<file path="config.mk">
export PLATFORM = sky130hd
export DESIGN_NAME = guard_unit_arbiter
export DESIGN_NICKNAME = d
export VERILOG_FILES = /design/src/rtl/h2v_arb_pkg.sv /design/src/rtl/dfd_0.sv /design/src/rtl/rr_pick.sv /design/src/rtl/guard_unit_arbiter.sv
export SDC_FILE = /design/constraint.sdc
export NUM_CORES = 1
export LEC_CHECK = 0
export CAP_MARGIN = 20
export CORE_ASPECT_RATIO = 1.2
export CORE_UTILIZATION = 45
export DETAILED_ROUTE_END_ITERATION = 10
export PLACE_DENSITY = 0.92
export SYNTH_ARGS = -nofsm -noshare
export SYNTH_HDL_FRONTEND = slang
export SYNTH_HIERARCHICAL = 1
export SYNTH_SLANG_ARGS = --single-unit
</file>
<file path="constraint.sdc">
create_clock -name clock -period 2.28 [get_ports clock]
set_input_delay 0.228 -clock clock [delete_from_list [all_inputs] [get_ports clock]]
set_output_delay 0.228 -clock clock [all_outputs]
set_load 0.005 [all_outputs]
</file>
<file path="src/rtl/h2v_arb_pkg.sv">
// Shared definitions for the guard-unit arbiter: FSM state encoding and default widths.
package h2v_arb_pkg;

    localparam int DW = 8;
    localparam int IW = 2;

    typedef enum logic [1:0] {
        ST_IDLE = 2'd0,
        ST_EVAL = 2'd1,
        ST_RESP = 2'd2
    } state_t;

endpackage

</file>
<file path="src/rtl/dfd_0.sv">
// Compiled guard function f4: purely combinational, 8-bit unsigned operand.
module dfd_0 (
    input  logic [7:0] arg,
    output logic [7:0] result
);

    // The "<0" branch of f4 folds away: the operand compare is unsigned.
    always_comb begin
        if (arg == '0) result = 8'd2;
        else           result = 8'd1;
    end

endmodule

</file>
<file path="src/rtl/rr_pick.sv">
// Combinational priority scan: first set request at or after `start`, wrapping at NREQ-1.
module rr_pick #(
    parameter int NREQ = 4,
    parameter int IW   = 2
) (
    input  logic [NREQ-1:0] req,
    input  logic [IW-1:0]   start,
    output logic [IW-1:0]   win_idx,
    output logic            any
);

    int unsigned idx;

    always_comb begin
        win_idx = '0;
        any     = 1'b0;
        idx     = 0;
        for (int unsigned i = 0; i < NREQ; i++) begin
            idx = start + i;
            if (idx >= NREQ) idx = idx - NREQ;
            if (!any && req[idx[IW-1:0]]) begin
                any     = 1'b1;
                win_idx = idx[IW-1:0];
            end
        end
    end

endmodule

</file>
<file path="src/rtl/guard_unit_arbiter.sv">
// Shares one dfd_0 instance among NREQ requesters with a valid/ack result return.
// Define GUARD_ARB_FIXED_PRIORITY_EN for fixed lowest-index-wins priority instead of round-robin.
module guard_unit_arbiter #(
    parameter int NREQ = 4,
    parameter int DW   = h2v_arb_pkg::DW,
    parameter int IW   = h2v_arb_pkg::IW
) (
    input  logic               clock,
    input  logic               reset,
    input  logic [NREQ-1:0]    req_valid,
    input  logic [NREQ*DW-1:0] req_arg,
    output logic [NREQ-1:0]    req_ready,
    output logic [NREQ-1:0]    resp_valid,
    output logic [DW-1:0]      resp_data,
    input  logic [NREQ-1:0]    resp_ack,
    output logic               busy
);

    import h2v_arb_pkg::*;

    state_t          state;
    logic [IW-1:0]   grant_q;
    logic [IW-1:0]   pick_idx;
    logic [IW-1:0]   scan_start;
    logic            pick_any;
    logic [DW-1:0]   arg_q;
    logic [7:0]      unit_out;
    logic [NREQ-1:0] grant_hot;

`ifdef GUARD_ARB_FIXED_PRIORITY_EN
    assign scan_start = '0;
`else
    logic [IW-1:0] rr_ptr;
    assign scan_start = rr_ptr;
`endif

    rr_pick #(
        .NREQ (NREQ),
        .IW   (IW)
    ) u_pick (
        .req     (req_valid),
        .start   (scan_start),
        .win_idx (pick_idx),
        .any     (pick_any)
    );

    dfd_0 u_dfd (
        .arg    (8'(arg_q)),
        .result (unit_out)
    );

    always_comb begin
        grant_hot           = '0;
        grant_hot[grant_q]  = 1'b1;
    end

    // Accept pulse is combinational; gated by reset so all outputs read 0 while held in reset.
    always_comb begin
        req_ready = '0;
        if (reset && state == ST_IDLE && pick_any) req_ready[pick_idx] = 1'b1;
    end

    always_ff @(posedge clock or negedge reset) begin
        if (!reset) begin
            state      <= ST_IDLE;
            arg_q      <= '0;
            grant_q    <= '0;
            resp_data  <= '0;
            resp_valid <= '0;
            busy       <= 1'b0;
`ifndef GUARD_ARB_FIXED_PRIORITY_EN
            rr_ptr     <= '0;
`endif
        end else begin
            case (state)
                ST_IDLE: begin
                    if (pick_any) begin
                        arg_q   <= req_arg[pick_idx*DW +: DW];
                        grant_q <= pick_idx;
                        busy    <= 1'b1;
                        state   <= ST_EVAL;
                    end
                end
                ST_EVAL: begin
                    resp_data  <= DW'(unit_out);
                    resp_valid <= grant_hot;
                    state      <= ST_RESP;
                end
                ST_RESP: begin
                    if (resp_ack[grant_q]) begin
                        resp_valid <= '0;
                        busy       <= 1'b0;
                        state      <= ST_IDLE;
`ifndef GUARD_ARB_FIXED_PRIORITY_EN
                        rr_ptr     <= (grant_q == IW'(NREQ-1)) ? '0 : grant_q + 1'b1;
`endif
                    end
                end
                default: begin
                    resp_valid <= '0;
                    busy       <= 1'b0;
                    state      <= ST_IDLE;
                end
            endcase
        end
    end

endmodule

</file>
==> insert_results.sql <==
INSERT INTO impl_metrics (metric_group, metric, value, unit) VALUES
('layout', 'drive_gt1_share', '24.6', '%'),
('yosys', 'yosysWarningCount', '6', ''),
('pwr', 'power_density', '1090', 'mW/mm²'),
('worst_setup_path', 'worst-path-buf-inv', '4', ''),
('global_routing', 'first_global_vias', '1266', ''),
('sta', 'rsz0062_at_grt', 'false', ''),
('clocking', 'clockRootBuffer', 'sky130_fd_sc_hd__clkbuf_8', ''),
('yosys', 'ys_top_cells_by_count', '27 x sky130_fd_sc_hd__dfrtp_1, 11 x sky130_fd_sc_hd__mux2_2, 11 x sky130_fd_sc_hd__nand2_1', ''),
('detailed_routing', 'drt_iter0_drc', '30', ''),
('pwr', 'static_leakage', '1.02', 'nW'),
('layout', 'num-nets-final', '246', ''),
('yosys', 'syn_inst', '131', ''),
('layout', 'diodes', '0', ''),
('pwr', 'p_total', '0.00252', 'W'),
('floorplanning', 'fp.dieArea', '0.00378', 'mm²'),
('worst_setup_path', 'max_stage_delay_on_crit_path', '0.50', 'ns'),
('layout', 'fill_cells', '209', ''),
('place', 'total_placed_cells_including_tap_cells', '229', ''),
('worst_setup_path', 'worst-r2r-setup-slack', '0.05', 'ns'),
('layout', 'finalInstanceArea', '0.00231', 'mm²'),
('layout', 'stdcell_count', '236', ''),
('detailed_routing', 'drt_pass1_iterations', '4', ''),
('floorplanning', 'dieHeight', '67.2', 'µm'),
('detailed_routing', 'vias_per_cell', '5.32', ''),
('floorplanning', 'core', '0.00337', 'mm²'),
('sta', 'min_period', '2.23', 'ns'),
('worst_setup_path', 'critical_path.reg2reg.endpoint', 'arg_q[0]', ''),
('yosys', 'largest_cells_by_area_after_synthesis', 'sky130_fd_sc_hd__dfrtp_1 42%, sky130_fd_sc_hd__mux4_2 9.9%, sky130_fd_sc_hd__mux2_2 7.8%', ''),
('floorplanning', 'std_cell_rows', '23', ''),
('worst_setup_path', 'worst_r2r_path_depth', '8', ''),
('floorplanning', 'initial_utilization', '47.3', '%'),
('sta', 'final-setup-viol-count', '0', ''),
('detailed_routing', 'final_antenna_net_count', '0', ''),
('worst_setup_path', 'path_cells', 'clkdlybuf4s50_1 > a221o_1 > a21oi_2 > buf_4 > buf_4 > buf_12 > mux4_2 > mux2_4', ''),
('global_routing', 'first_pass_grt_wire_length', '5780', 'µm'),
('worst_setup_path', 'critPathTopFamily', 'buffers and inverters', ''),
('pwr', 'vdd_ir_drop_max', '646', 'µV'),
('clocking', 'clock_path_buffers', '2', ''),
('global_routing', 'antenna_found_initial', '0', ''),
('floorplanning', 'boundary_pins', '59', ''),
('sta', 'final.period_utilization', '97.9', '%'),
('yosys', 'post_synth.cell_area_avg', '12.2', 'µm²'),
('place', 'placement.cell_area', '0.00222', 'mm²'),
('clocking', 'clkTransAtPathRegs', '0.10', 'ns'),
('detailed_routing', 'vias', '1255', ''),
('floorplanning', 'dieWidth', '56.3', 'µm'),
('place', 'io_buffer_count', '58', ''),
('status', 'run_status', 'complete, no violations', ''),
('yosys', 'synthDistinctLibCells', '28', ''),
('worst_setup_path', 'max_fanout_on_critical_path', '4', ''),
('yosys', 'synth-edff-count', '0', ''),
('place', 'gpl.final_weighted_congestion', '0.793', ''),
('yosys', 'synth.ff_latch_count', '27', ''),
('global_routing', 'grt_util_all_layers', '20.5', '%'),
('detailed_routing', 'totalWireLength', '3780', 'µm'),
('yosys', 'synth_top_flop_cell', 'sky130_fd_sc_hd__dfrtp_1', ''),
('worst_setup_path', 'critPathLaunchType', 'input pin', ''),
('detailed_routing', 'routed_wire_length_per_instance', '16.0', 'µm'),
('sta', 'finalMaxSlewViolations', '0', ''),
('clocking', 'cts_sinks', '27', ''),
('sta', 'fin_clk_skew', '0.00577', 'ns'),
('worst_setup_path', 'criticalPathCategory', 'input pin to flip-flop', ''),
('place', 'dp_hpwl', '2940', 'µm'),
('sta', 'setup-tns-final', '0', 'ns'),
('yosys', 'share_of_the_synthesized_area_in_the_top_cell_type', '42.4', '%'),
('worst_setup_path', 'setup.worst_path.end_class', 'flip-flop', ''),
('worst_setup_path', 'cp_max_stage_cell', 'sky130_fd_sc_hd__mux4_2', ''),
('detailed_routing', 'drcViolationCount', '0', ''),
('global_routing', 'grt_overflow', '0', ''),
('worst_setup_path', 'critical-path-top-cell-by-count', 'sky130_fd_sc_hd__buf_4', ''),
('yosys', 'yosysTopAreaCell', 'sky130_fd_sc_hd__dfrtp_1', '');
-- cells in the final DEF, fill, tap and decap left out --
cell                              count
sky130_fd_sc_hd__nand2b_1             2
sky130_fd_sc_hd__buf_4               10
sky130_fd_sc_hd__nand3_1              2
sky130_fd_sc_hd__mux4_1               2
sky130_fd_sc_hd__o21ai_0              7
sky130_fd_sc_hd__clkdlybuf4s50_1     53
sky130_fd_sc_hd__nor4_1               2
sky130_fd_sc_hd__dfrtp_1             26
sky130_fd_sc_hd__mux2i_1              6
sky130_fd_sc_hd__buf_12               1
sky130_fd_sc_hd__o21ai_1              1
sky130_fd_sc_hd__a21oi_2              2
sky130_fd_sc_hd__a21oi_1              5
sky130_fd_sc_hd__and2_1               1
sky130_fd_sc_hd__inv_1                8
sky130_fd_sc_hd__mux2_4               6
sky130_fd_sc_hd__clkinvlp_4           1
sky130_fd_sc_hd__nor3b_4              1
sky130_fd_sc_hd__dlygate4sd2_1        4
sky130_fd_sc_hd__inv_2                2
sky130_fd_sc_hd__a21o_1               1
sky130_fd_sc_hd__conb_1               6
sky130_fd_sc_hd__o22ai_1              1
sky130_fd_sc_hd__buf_6                1
sky130_fd_sc_hd__nor3_1               3
sky130_fd_sc_hd__ha_1                 4
sky130_fd_sc_hd__mux4_2               7
sky130_fd_sc_hd__clkbuf_8             3
sky130_fd_sc_hd__nand2_1             11
sky130_fd_sc_hd__mux2_2              11
sky130_fd_sc_hd__nor2_2               2
sky130_fd_sc_hd__dfrtp_2              1
sky130_fd_sc_hd__o221ai_2             1
sky130_fd_sc_hd__dlymetal6s2s_1       1
sky130_fd_sc_hd__nor2_1               3
sky130_fd_sc_hd__a221o_1              1
-- routing by layer --
metal / track usage, % / routed length (µm) / share of wire [%]
met5: 0 / 0 / 0
met4: 7.93 / 39 / 1.0
met3: 3.26 / 159 / 4.2
met2: 40.5 / 2140 / 57
met1: 21.8 / 1440 / 38
-- area by class of cell --
type	count	area, µm²	area share, %
tap	37	46.3	2.00
sequential	27	677	29.3
clock inverter	1	7.51	0.325
inverter	10	37.5	1.62
timing repair buffer	70	684	29.6
multi-input combinational	88	818	35.4
clock buffer	3	41.3	1.79
-- metrics by stage --
step | setup WS [ns] | utilization (%)
global placement | -0.149 | 66.1
finish | 0.0487 | 68.7
CTS | 0.00257 | 68.2
floorplan | 0.211 | -
global route | 0.0134 | 68.7
detailed placement | -0.306 | 66.1
-- worst max path at each step --
stage | depth (start not counted) | start | endpoint | slack [ns]
2_1_floorplan | 6 | rr_ptr[0] | arg_q[0] | 0.21
3_3_place_gp | 8 | req_valid[1] | req_ready[1] | -0.15
3_5_place_dp | 8 | req_valid[1] | arg_q[0] | -0.31
4_1_cts | 8 | req_valid[1] | arg_q[2] | 0.003
5_1_grt | 8 | rr_ptr[0] | arg_q[0] | 0.01
6_report | 8 | req_valid[2] | arg_q[0] | 0.05
-- power by group --
part           internal [W]  leakage (nW)  switching, W
registers          0.000698         0.322      0.000227
clock network      0.000124        0.0217      0.000149
logic              0.000836         0.672      0.000488
total               0.00166          1.02      0.000864
-- repair_timing --
action | 4_1_cts | 5_1_grt
hold buffers | 0 | 0
pin swaps | 2 | 2
resized for setup | 8 | 4
setup buffers | 2 | 1
setup endpoints to repair | 5 | 3
gates cloned | 0 | 0
-- registers in the layout (all words and copies together) (netlist names) --
register,count
arg_q,8
resp_data,8
resp_valid,4
grant_q,2
rr_ptr,2
state,2
busy,1
-- kinds of logic (layout without fill, tap and decap cells) --
| kind of cell | count (synthesis) | after routing | synth area share [%] |
|---|---|---|---|
| multiplexers | 32 | 32 | 30.4 |
| buffers and inverters | 21 | 84 | 8.25 |
| AND/OR/NAND/NOR | 27 | 27 | 8.80 |
| flip-flops | 27 | 27 | 42.4 |
| adder cells (fa/ha/maj) | 4 | 4 | 3.14 |
| other | 1 | 6 | 0.235 |
| AO/OA/AOI/OAI | 19 | 19 | 6.76 |
Note: power is estimated with default switching activity, not from simulation.
==> RTL edit 1 (same flow settings) <==
The 3 states of `state_t` get a one-hot encoding in 3 bits.
--- a/src/rtl/h2v_arb_pkg.sv
+++ b/src/rtl/h2v_arb_pkg.sv
@@ -6,6 +6,6 @@
 
-    typedef enum logic [1:0] {
-        ST_IDLE = 2'd0,
-        ST_EVAL = 2'd1,
-        ST_RESP = 2'd2
+    typedef enum logic [2:0] {
+        ST_IDLE = 3'b001,
+        ST_EVAL = 3'b010,
+        ST_RESP = 3'b100
     } state_t;
Check against the original RTL: same outputs for any inputs over 10 cycles, from zero or initial values and one cycle with reset low; not proved beyond that.
==> RTL edit 1 against the original RTL <==
Register-to-register slack better by 0.05 ns. Sequential cell count up 1. Combinational power down 3%. Wire length up 5.2%. Design area up 0.11%. Count of clock-buffer cells in the layout up 1. Power down 2.3%. Setup slack worse by 0.011 ns. Clock power down 4%. Die area down 1.7%. Critical path type is now in2out. Sequential power about the same. Non-clock buffer count up 4. Synthesized area down 1.7%. Largest power group unchanged. Largest cell class unchanged.
==> RTL edit 1: results (changes against the original RTL) <==
Setup path:
- In this run the worst setup path terminates at req_ready[2].
- The arrival time of the worst setup path is 2.01 ns (-0.39 ns).
- The slack of the worst reg-to-reg path was 0.10 ns (+0.05 ns).
- The path type of the worst setup path is in2out.
- The critical-path maximum fanout is 3 (-1).
- The worst flop-to-flop path startpoint is rr_ptr[0].
- The gate family responsible for the most delay along the worst path is buffers and inverters.
- The beginning of the critical path is req_valid[1].
- The worst reg-to-reg path cell count is 7 (-1).
- The endpoint identified for the worst register-to-register timing path is arg_q[2].
- The master of the slowest instance on the critical path is sky130_fd_sc_hd__clkdlybuf4s50_1.

Pwr:
- The reported leakage power is 1.00 nW (-1.4%).
- The maximum resistive drop on vdd was 740 µV (+15%).

Detailed routing:
- The count of vias placed by the detailed router came to 1,298 (+3.4%).
- The iteration-0 DRC count of the detailed router is 42 (+40%).
- The wire length reported by the detailed router came to 3970 µm (+5.2%).

GRT:
- The number of antenna violations at the first check in global routing came to 0 (unchanged).
- The first-pass GRT wire length is 5850 µm (+1.2%).
- The global-route usage over all layers is 20.5% (+0.084 points).
- The pin count of the biggest net entering global routing came to 17 (-39%).
- The via count of the first global-routing pass was 1,372 (+8.4%).

Yosys:
- The portion of the post-synthesis area used by sequential elements is 44.8% (+2.4 points).
- The mean instance size in the synthesized netlist is 12.4 µm² (+2.2%).
- By count the netlist is led by sky130_fd_sc_hd__dfrtp_1 (27), sky130_fd_sc_hd__mux2_2 (18), sky130_fd_sc_hd__mux4_2 (9), sky130_fd_sc_hd__nor2_1 (8).
- The multiplexer fraction of the synthesized cell area is 25.9% (-4.5 points).
- The post-synthesis compound-gate area fraction came to 6.55% (-0.20 points).
- By area the synthesized netlist is led by sky130_fd_sc_hd__dfrtp_1 (43%), sky130_fd_sc_hd__mux2_2 (13%), sky130_fd_sc_hd__mux4_2 (13%), sky130_fd_sc_hd__buf_4 (3.4%), sky130_fd_sc_hd__a221o_1 (3.2%).
- The number of library cell types mapped by synthesis is 30 (+7.1%).
- The adder and majority cell fraction of the synthesized area is 3.20% (+0.055 points).

Clocking:
- The clock-pin slew on the worst setup and hold paths is 0.09 ns.
- The total clock buffers created by CTS is 3 (unchanged).

Final layout:
- The layout cell share with drive strength beyond 1 is 26.9% (+2.3 points).
- From synthesis to final layout, the design area changed by 47.9%.
- The antenna diode count was 0 (unchanged).
- The number of fill cells in the layout is 210 (+0.48%).
- The net total in the final layout was 244 (-0.81%).
- The final non-filler cell total is 234 (-0.85%).

Timing:
- The share of the cycle needed by the critical path after routing is 98.3% (+0.46 points).
- The largest clock skew in the final design was 0.00337 ns (-0.00240 ns).

Placement:
- The post-place instance area is 2220 µm² (-0.28%).
- The weighted congestion at the end of routability-driven global placement is 0.765 (-3.6%).
- The post-placement setup slack is -0.168 ns (+0.138 ns).
- The sum of net half-perimeters after detailed placement is 2950 µm (+0.42%).

Die:
- The standard cell core area was 3340 µm² (-0.85%).

Outcome:
- The flow ran to the end, and the final reports show no timing, DRC or antenna violations.
-- RTL edit 1: changes by cell type in the layout (fill, tap and decap cells not counted), sizes merged, moves of 2 or more --
cell | before | now
a21oi | 7 | 4
a221o | 1 | 5
buf | 12 | 16
inv | 10 | 8
mux2i | 6 | 0
nand2 | 11 | 3
nand3 | 2 | 5
nor2 | 5 | 8
nor3b | 1 | 5
o21ai | 8 | 3
-- RTL edit 1: metrics by stage --
step | setup TNS (ns) | hold slack, ns
floorplan | 0 | -0.0676
global placement | -0.941 | 0.489
detailed placement | -1.78 | 0.497
CTS | 0 | 0.427
global route | -0.0863 | 0.451
finish | 0 | 0.435
-- RTL edit 1: area by class of cell --
| class | instances | area, µm² | area share [%] |
|---|---|---|---|
| multi-input combinational | 83 | 785 | 33.9 |
| timing repair buffer | 74 | 707 | 30.5 |
| sequential | 28 | 702 | 30.3 |
| tap | 37 | 46.3 | 2.00 |
| clock buffer | 4 | 45.0 | 1.95 |
| inverter | 8 | 30.0 | 1.30 |
-- RTL edit 1: routing by layer --
| metal | vias up | wire length, µm | GRT usage [%] |
|---|---|---|---|
| met5 | - | 0 | 0 |
| met4 | 0 | 42 | 8.23 |
| met3 | 4 | 232 | 3.11 |
| met2 | 71 | 2310 | 42.0 |
| met1 | 634 | 1390 | 20.6 |
| li1 | 589 | - | - |
-- RTL edit 1: power by group --
group	internal (mW)	total, mW	switching (mW)
sequential	0.727	0.926	0.199
combinational	0.798	1.28	0.478
clock	0.125	0.262	0.137
total	1.65	2.46	0.814
-- RTL edit 1: timing repair --
action / in CTS / in global routing
endpoints found under the setup margin: 4 / 11
buffers inserted: 4 / 0
pin swaps: 3 / 1
gates resized for setup: 6 / 4
==> RTL edit 2 (same settings) <==
Without the edit above. Set the package constant `DW` to 6 (it was 8).
--- a/src/rtl/h2v_arb_pkg.sv
+++ b/src/rtl/h2v_arb_pkg.sv
@@ -3,3 +3,3 @@
 
-    localparam int DW = 8;
+    localparam int DW = 6;
     localparam int IW = 2;
Interface: changed (resized req_arg and resp_data); port bits go from 59 to 49. The function was not compared with the original's and may differ.
==> RTL edit 2 against the original RTL <==
Clock power shrank 30%. Power shrank 19%. Maximum frequency grew 2.1%. Synthesized area shrank 15%. Non-clock buffer count shrank 8. Sequential power shrank 17%. Setup slack gained 0.046 ns. Wire length shrank 20%. Design area shrank 15%. Sequential cell count shrank 4. Combinational power shrank 17%. Clock skew is essentially flat. Highest routed layer unchanged. Largest power group unchanged. Via count shrank 9.9%. Core utilization grew 1.5 points.
==> RTL edit 2: results (changes against the original RTL) <==
Placement:
- The sum of net half-perimeters after detailed placement was 2370 µm (-19%).
- The number of cells after detailed placement came to 207 (-9.6%).
- The weighted congestion at the end of routability-driven global placement is 0.779 (-1.8%).
- The post-place instance area is 1900 µm² (-15%).
- The port buffer count came to 48 (-17%).
- The post-placement setup slack is -0.252 ns (+0.0543 ns).

Clocking:
- The total clock buffers created by CTS is 3 (unchanged).
- The maximum level of the CTS H-tree is 1 (unchanged).
- The total of cells resized after clock tree synthesis is 4 (-4).
- The number of setup buffers added after CTS is 2 (unchanged).
- The maximum buffer depth of the clock tree came to 2 (unchanged).
- The clock-pin slew on the worst setup and hold paths is 0.13 ns (+0.03 ns).
- The root buffer selected by CTS is sky130_fd_sc_hd__clkbuf_4.
- The clock latency reported for the late side of the worst-skew pair is 0.32 ns (+0.05 ns).

Pwr:
- The register share of total power is 37.6% (+0.9 points).
- The maximum resistive drop on vdd is 639 µV (-1.1%).
- The switching power of the nets is 0.734 mW (-15%).
- The reported leakage power is 0.880 nW (-13%).
- The power in sequential cells came to 0.772 mW (-17%).
- The portion of total power attributed to combinational logic is 53.1% (+0.6 points).

Final layout:
- The multi-input combinational cell area came to 701 µm² (-14%).
- The largest registers in the layout are arg_q (6), resp_data (6), resp_valid (4).
- The layout cell share with drive strength beyond 1 was 24.9% (+0.24 points).
- The number of fill cells in the layout came to 203 (-2.9%).
- The antenna diode count is 0 (unchanged).
- The net total in the final layout was 220 (-11%).

Yosys:
- The number of instances in the synthesized netlist is 120 (-8.4%).
- The warning count from the yosys run is 6 (unchanged).

GRT:
- The via count of the first global-routing pass is 1,130 (-11%).
- The global-route usage over all layers was 21.3% (+0.84 points).
- The number of antenna violations at the first check in global routing was 0 (unchanged).
- The pin count of the biggest net entering global routing is 24 (-14%).
- The first-pass GRT wire length was 4970 µm (-14%).

Outcome:
- The run finished with clean final reports.

Detailed routing:
- The iteration-0 DRC count of the detailed router is 14 (-53%).
- The wire length reported by the detailed router was 3040 µm (-20%).
- The routed wire length per instance was 14.1 µm (-12%).
- The number of optimization iterations in the first detailed-route pass is 6 (+2).
- The average vias per placed instance is 5.26 (-1.1%).

Setup path:
- The critical-path maximum fanout is 3 (-1).
- The arrival time of the worst setup path is 1.96 ns (-0.44 ns).

Min path:
- The type of the tightest min-delay check is in2async.

Timing:
- The largest clock skew in the final design was 0.00545 ns (-0.000325 ns).
[RTL edit 2: cell types whose count changed in the layout (fill, tap and decap cells not counted), sizes merged]
cell / delta
buf: +2
mux2: -4
mux4: -2
clkinvlp: -1
dlygate4sd2: -1
clkinv: +1
clkdlybuf4s50: -9
dfrtp: -4
[RTL edit 2: path summary, 6_finish.rpt]
path / startpoint / end / slack [ns] / cells after the start
setup / recovery: req_valid[0] / req_ready[0] / 0.1 / 8
hold / removal: reset / busy / 0.41 / 2
setup reg to reg: rr_ptr[0] / arg_q[1] / 0.13 / 7
hold reg to reg: resp_data[5] / resp_data[5] / 0.52 / 1
max in group asynchronous: reset / rr_ptr[1] / 1.65 / 2
min in group clock: resp_data[5] / resp_data[5] / 0.52 / 1
[RTL edit 2: layer usage]
metal | vias to the layer above | track usage (%) | wire [µm]
met5 | - | 0 | 0
met4 | 0 | 9.27 | 92
met3 | 9 | 2.92 | 162
met2 | 47 | 39.7 | 1620
met1 | 542 | 24.2 | 1170
li1 | 533 | - | -
[RTL edit 2: final cells by class]
class                           count  area share, %
Tap cell                           34           2.16
Multi-Input combinational cell     82           35.5
Timing Repair Buffer               62           29.8
Clock buffer                        3           1.14
Inverter                           10           1.90
Clock inverter                      1          0.254
Sequential cell                    23           29.2
[RTL edit 2: worst max-delay path: stages]
cell	delay [ns]
sky130_fd_sc_hd__clkdlybuf4s50_1	0.51
sky130_fd_sc_hd__buf_4	0.12
sky130_fd_sc_hd__a21oi_1	0.05
sky130_fd_sc_hd__o21ai_0	0.21
sky130_fd_sc_hd__a21oi_2	0.12
sky130_fd_sc_hd__buf_4	0.16
sky130_fd_sc_hd__nor3_1	0.26
sky130_fd_sc_hd__dlygate4sd2_1	0.29
